<file path="src/rtl/branch_predictor_table_if.sv">
// Prediction (IF side) and resolve (EX side) signals of the branch predictor table.
// master = pipeline, slave = predictor.
interface branch_predictor_table_if #(
  parameter int PC_W  = 32,
  parameter int IDX_W = 6
);
  logic [PC_W-1:0]  pred_pc;
  logic             pred_taken;
  logic [IDX_W-1:0] pred_idx;
  logic             upd_valid;
  logic [IDX_W-1:0] upd_idx;
  logic             upd_taken;
  logic             upd_mispredict;

  modport master (
    output pred_pc, upd_valid, upd_idx, upd_taken, upd_mispredict,
    input  pred_taken, pred_idx
  );

  modport slave (
    input  pred_pc, upd_valid, upd_idx, upd_taken, upd_mispredict,
    output pred_taken, pred_idx
  );
endinterface

</file>
<file path="src/rtl/branch_predictor_table.sv">
// Table of saturating counters indexed by PC (bimodal) or PC^history (gshare),
// with a post-reset init sweep and saturating branch/mispredict statistics.
module branch_predictor_table #(
  parameter int PC_W  = 32,
  parameter int IDX_W = 6,
  parameter int CTR_W = 2,
  parameter int GHR_W = 6,
  parameter int MODE  = 0,
  parameter int CNT_W = 16
) (
  input  logic                   clk,
  input  logic                   rst,
  input  logic                   stall,
  input  logic                   clr_stats,
  branch_predictor_table_if.slave bp,
  output logic                   init_busy,
  output logic [CNT_W-1:0]       br_cnt,
  output logic [CNT_W-1:0]       mis_cnt
);
  localparam int ENTRIES = 1 << IDX_W;
  localparam logic [CTR_W-1:0] WEAK_NT = {1'b0, {(CTR_W-1){1'b1}}};

  typedef enum logic {INIT, RUN} state_t;

  state_t           state, state_nxt;
  logic [IDX_W-1:0] ptr, ptr_nxt;
  logic [CTR_W-1:0] tbl [ENTRIES];
  logic [GHR_W-1:0] ghr;
  logic [IDX_W-1:0] pc_idx, idx;
  logic [CTR_W-1:0] cur, nxt;
  logic             upd_en;
  logic             unused_pc;

  assign pc_idx    = bp.pred_pc[IDX_W+1:2];
  assign idx       = (MODE == 1) ? (pc_idx ^ IDX_W'(ghr)) : pc_idx;
  assign unused_pc = ^{bp.pred_pc[PC_W-1:IDX_W+2], bp.pred_pc[1:0]};

  // No read/write bypass: a same-cycle update to idx shows up one cycle later.
  assign bp.pred_idx   = idx;
  assign bp.pred_taken = ~init_busy & tbl[idx][CTR_W-1];

  assign upd_en = (state == RUN) & bp.upd_valid & ~stall;

  always_ff @(posedge clk) begin
    if (rst) begin
      state <= INIT;
      ptr   <= '0;
    end else begin
      state <= state_nxt;
      ptr   <= ptr_nxt;
    end
  end

  always_comb begin
    state_nxt = state;
    ptr_nxt   = ptr;
    init_busy = 1'b0;
    case (state)
      INIT: begin
        init_busy = 1'b1;
        ptr_nxt   = ptr + 1'b1;
        if (ptr == '1) state_nxt = RUN;
      end
      default: ;
    endcase
  end

  always_comb begin
    cur = tbl[bp.upd_idx];
    nxt = cur;
    if (bp.upd_taken && cur != '1)       nxt = cur + 1'b1;
    else if (!bp.upd_taken && cur != '0) nxt = cur - 1'b1;
  end

  // Table contents need no reset: the sweep rewrites every entry before use.
  always_ff @(posedge clk) begin
    if (state == INIT)  tbl[ptr]        <= WEAK_NT;
    else if (upd_en)    tbl[bp.upd_idx] <= nxt;
  end

  always_ff @(posedge clk) begin
    if (rst) begin
      ghr     <= '0;
      br_cnt  <= '0;
      mis_cnt <= '0;
    end else begin
      if (upd_en) ghr <= {ghr[GHR_W-2:0], bp.upd_taken};
      if (clr_stats) begin
        br_cnt  <= '0;
        mis_cnt <= '0;
      end else if (upd_en) begin
        if (br_cnt != '1) br_cnt <= br_cnt + 1'b1;
        if (bp.upd_mispredict && mis_cnt != '1) mis_cnt <= mis_cnt + 1'b1;
      end
    end
  end
endmodule

</file>
<file path="src/flat_wrapper.sv">
// flat-port wrapper written by rule: the top's interface ports become plain ports
module branch_predictor_table_flat 
#(
  parameter int PC_W  = 32,
  parameter int IDX_W = 6,
  parameter int CTR_W = 2,
  parameter int GHR_W = 6,
  parameter int MODE  = 0,
  parameter int CNT_W = 16
)
  (clk, rst, stall, clr_stats, init_busy, br_cnt, mis_cnt, bp_pred_pc, bp_upd_valid, bp_upd_idx, bp_upd_taken, bp_upd_mispredict, bp_pred_taken, bp_pred_idx);
  branch_predictor_table_if #(.PC_W(PC_W), .IDX_W(IDX_W)) bp_i ();
  input  logic clk;
  input  logic rst;
  input  logic stall;
  input  logic clr_stats;
  output logic init_busy;
  output logic [CNT_W-1:0] br_cnt;
  output logic [CNT_W-1:0] mis_cnt;
  input wire logic [$bits(bp_i.pred_pc)-1:0] bp_pred_pc;
  input wire logic [$bits(bp_i.upd_valid)-1:0] bp_upd_valid;
  input wire logic [$bits(bp_i.upd_idx)-1:0] bp_upd_idx;
  input wire logic [$bits(bp_i.upd_taken)-1:0] bp_upd_taken;
  input wire logic [$bits(bp_i.upd_mispredict)-1:0] bp_upd_mispredict;
  output wire logic [$bits(bp_i.pred_taken)-1:0] bp_pred_taken;
  output wire logic [$bits(bp_i.pred_idx)-1:0] bp_pred_idx;
  assign bp_i.pred_pc = bp_pred_pc;
  assign bp_i.upd_valid = bp_upd_valid;
  assign bp_i.upd_idx = bp_upd_idx;
  assign bp_i.upd_taken = bp_upd_taken;
  assign bp_i.upd_mispredict = bp_upd_mispredict;
  assign bp_pred_taken = bp_i.pred_taken;
  assign bp_pred_idx = bp_i.pred_idx;
  branch_predictor_table #(.PC_W(PC_W), .IDX_W(IDX_W), .CTR_W(CTR_W), .GHR_W(GHR_W), .MODE(MODE), .CNT_W(CNT_W)) u_core (.clk(clk), .rst(rst), .stall(stall), .clr_stats(clr_stats), .bp(bp_i), .init_busy(init_busy), .br_cnt(br_cnt), .mis_cnt(mis_cnt));
endmodule
</file>
<file path="config.mk">
export PLATFORM = sky130hd
export DESIGN_NAME = branch_predictor_table_flat
export DESIGN_NICKNAME = d
export VERILOG_FILES = /design/src/rtl/branch_predictor_table_if.sv /design/src/rtl/branch_predictor_table.sv /design/src/flat_wrapper.sv
export SDC_FILE = /design/constraint.sdc
export NUM_CORES = 1
export LEC_CHECK = 0
export CAP_MARGIN = 20
export CORE_MARGIN = 3
export CORE_UTILIZATION = 57
export CTS_CLUSTER_SIZE = 30
export DETAILED_ROUTE_END_ITERATION = 8
export GPL_ROUTABILITY_DRIVEN = 0
export GPL_TIMING_DRIVEN = 0
export PLACE_DENSITY_LB_ADDON = 0.3
export SLEW_MARGIN = 20
export SYNTH_ARGS = -nofsm -noshare
export SYNTH_HDL_FRONTEND = slang
export SYNTH_SLANG_ARGS = --single-unit
</file>
<file path="constraint.sdc">
create_clock -name clk -period 6.35 [get_ports clk]
set_input_delay 0.9525 -clock clk [delete_from_list [all_inputs] [get_ports clk]]
set_output_delay 0.9525 -clock clk [all_outputs]
set_load 0.01 [all_outputs]
</file>
==> results.json <==
{
  "dp.cells": 809,
  "post_cts_buffers": 0,
  "vias": 5321,
  "syn_nets": 629,
  "instances_no_fill": 841,
  "area_growth_pct": 17.9,
  "start_util_pct": 58.8,
  "gr-total-overflow": 0,
  "status": "finished, final reports clean",
  "postLayoutCoreUtil_pct": 69.3,
  "cts_buffers": 17,
  "path_clk_slew_ns": 0.06,
  "dp_worst_setup_slack_ns": 0.985,
  "tightest_slew_ns": 0.800,
  "viasPerCell": 6.33,
  "syn_inst": 579,
  "dieArea_um2": 15300,
  "ctsHoldBuffers": 0,
  "power.leakage_nw": 3.28,
  "first_pass_iters": 5,
  "nNetsFinal": 702,
  "diodes": 0,
  "grt_max_degree": 65,
  "avgSynthCellArea_um2": 13.6,
  "synth_edf_count": 128,
  "cts-resized-gates": 0,
  "numPortBuffers": 52,
  "drv_slew": 0,
  "slew-limit-headroom_pct": 46.7,
  "postRouteAntennaNets": 0,
  "critical_path_class": "primary input to flip-flop",
  "dpl.hpwl_um": 12700,
  "drive_above_1_share_pct": 17.0,
  "fmax_ghz": 0.202,
  "drc": 0,
  "synthArstFlopShare_pct": 0,
  "cts_buffer_depth": 2,
  "grt_first_pass_wirelength_um": 29500,
  "p_per_area_nw_per_um2": 254,
  "fp.dieH_um": 124,
  "routedWlPerCell_um": 22.3,
  "grt.total_usage_pct": 26.3,
  "ys_seq_elements": 167,
  "rsz0062_at_grt": "false",
  "startpoint_type": "primary input",
  "clk_latency_ns": 0.44,
  "finClkSkew_ns": 0.0109,
  "critPathCaptureType": "flip-flop",
  "setup_viol": 0,
  "yosys_warnings": 0,
  "synth-main-ff-cell": "edfxtp_1",
  "core_area_um2": 13400,
  "arrival_ns": 5.05,
  "yosysSeqAreaShare_pct": 58.7,
  "fin_crit_ns": 4.96,
  "finalCritPeriodShare_pct": 78.1,
  "cts.sinks": 167,
  "drv_cap": 0,
  "hold_viol": 0,
  "final_cell_mix": "128 x edfxtp_1, 105 x nor2_1, 53 x mux4_2",
  "critPathMaxFanout": 64,
  "antenna_found_initial": 0,
  "drtIter0Drc": 681,
  "chipWidth_um": 124,
  "ir_drop_uv": 189,
  "h-tree-depth": 4,
  "grt_pass1_vias": 5398,
  "syn_area_um2": 7880,
  "synth_cell_types": 49,
  "cts_tree": "built",
  "layout_setup_ws_ns": 1.39,
  "layout_commonest_cell": "edfxtp_1",
  "clock-root-buffer": "clkbuf_16",
  "hp-class": "flip-flop to flip-flop",
  "required_ns": 6.44,
  "drt-total-wl_um": 18800,
  "rows": 42,
  "io_pins": 85
}
==> stage by stage <==
| step | hold WS (ns) | TNS, ns | total power [mW] | cell area [um^2] |
|---|---|---|---|---|
| 4_1_cts | 0.501 | 0 | 2.37 | 9290 |
| 3_3_place_gp | 0.477 | -99.02 | 1.32 | 8620 |
| 2_1_floorplan | 0.504 | 0 | 1.28 | 7880 |
| 5_1_grt | 0.537 | 0 | 2.42 | 9290 |
| 3_5_place_dp | 0.492 | 0 | 1.33 | 8690 |
| 6_report | 0.501 | 0 | 2.36 | 9290 |
==> registers in the layout, indices dropped and copies added (netlist names) <==
register        flops
u_core.br_cnt      16
u_core.tbl        128
u_core.state        1
u_core.ptr          6
u_core.mis_cnt     16
==> cells by family (layout without fill, tap and decap cells) <==
| kind of cell | Yosys count | in the layout | share of synthesized area (%) |
|---|---|---|---|
| compound gates | 32 | 32 | 3.22 |
| xor+xnor | 33 | 33 | 3.67 |
| fa+ha+maj | 5 | 5 | 0.794 |
| buf+inv | 45 | 131 | 2.81 |
| flops | 167 | 167 | 58.7 |
| mux | 70 | 70 | 17.4 |
| simple gates | 227 | 227 | 13.4 |
==> critical path, cell delays in order <==
cell and delay, ns:
clkdlybuf4s50_1 0.49, buf_2 0.36, buf_6 0.27, mux4_2 0.52, mux2i_1 0.35, a31oi_1 0.16, a32oi_1 0.53, inv_1 0.12
ha_1 0.22, mux2_2 0.27, or2_2 0.27, mux2_4 0.50
==> synthesized netlist by cell type (all sizes together), types with 6 or more instances <==
cell      n  share of area (%)
buf      21                1.7
edfxtp  128                 49
xnor2     8               0.89
xor2     25                2.8
nand2b    6               0.48
and3     10               0.79
dfxtp    39                9.9
mux2i    15                1.9
nand3    22                1.4
mux4     53                 15
nor3      7               0.44
clkbuf   16               0.76
and4      7               0.78
inv       8               0.38
nand4     9               0.71
nor2    105                5.0
nand2    39                1.9
==> layer usage <==
layer | global-route usage, % | up-vias | part of all wire (%)
met4 | 11.8 | 0 | 3.2
met2 | 41.4 | 297 | 50
li1 | - | 2330 | -
met3 | 6.58 | 50 | 8.3
met5 | 0 | - | 0
met1 | 34.9 | 2644 | 39
==> power breakdown <==
group	total [mW]	internal, mW	switching [mW]
logic	0.139	0.0590	0.0798
clock network	1.05	0.619	0.434
registers	1.17	1.16	0.00357
total	2.36	1.84	0.517
==> final cells by class <==
type | instances | area, um^2
buffer | 37 | 191
clock buffer | 17 | 425
clock inverter | 15 | 176
fill | 901 | 4110
inverter | 8 | 30.0
multi-input combinational | 367 | 3050
sequential | 167 | 4620
tap | 176 | 220
timing repair buffer | 54 | 576
==> worst paths after layout <==
| check | start | end | slack [ns] | cells after the start |
|---|---|---|---|---|
| max reg2reg | u_core.tbl[44][1] | u_core.tbl[14][0] | 2.52 | 9 |
| max | bp_upd_idx[0] | u_core.tbl[14][0] | 1.39 | 12 |
| min reg2reg | u_core.mis_cnt[1] | u_core.mis_cnt[1] | 0.50 | 2 |
| min | u_core.mis_cnt[1] | u_core.mis_cnt[1] | 0.50 | 2 |
Note: power is estimated with default switching activity, not from simulation.
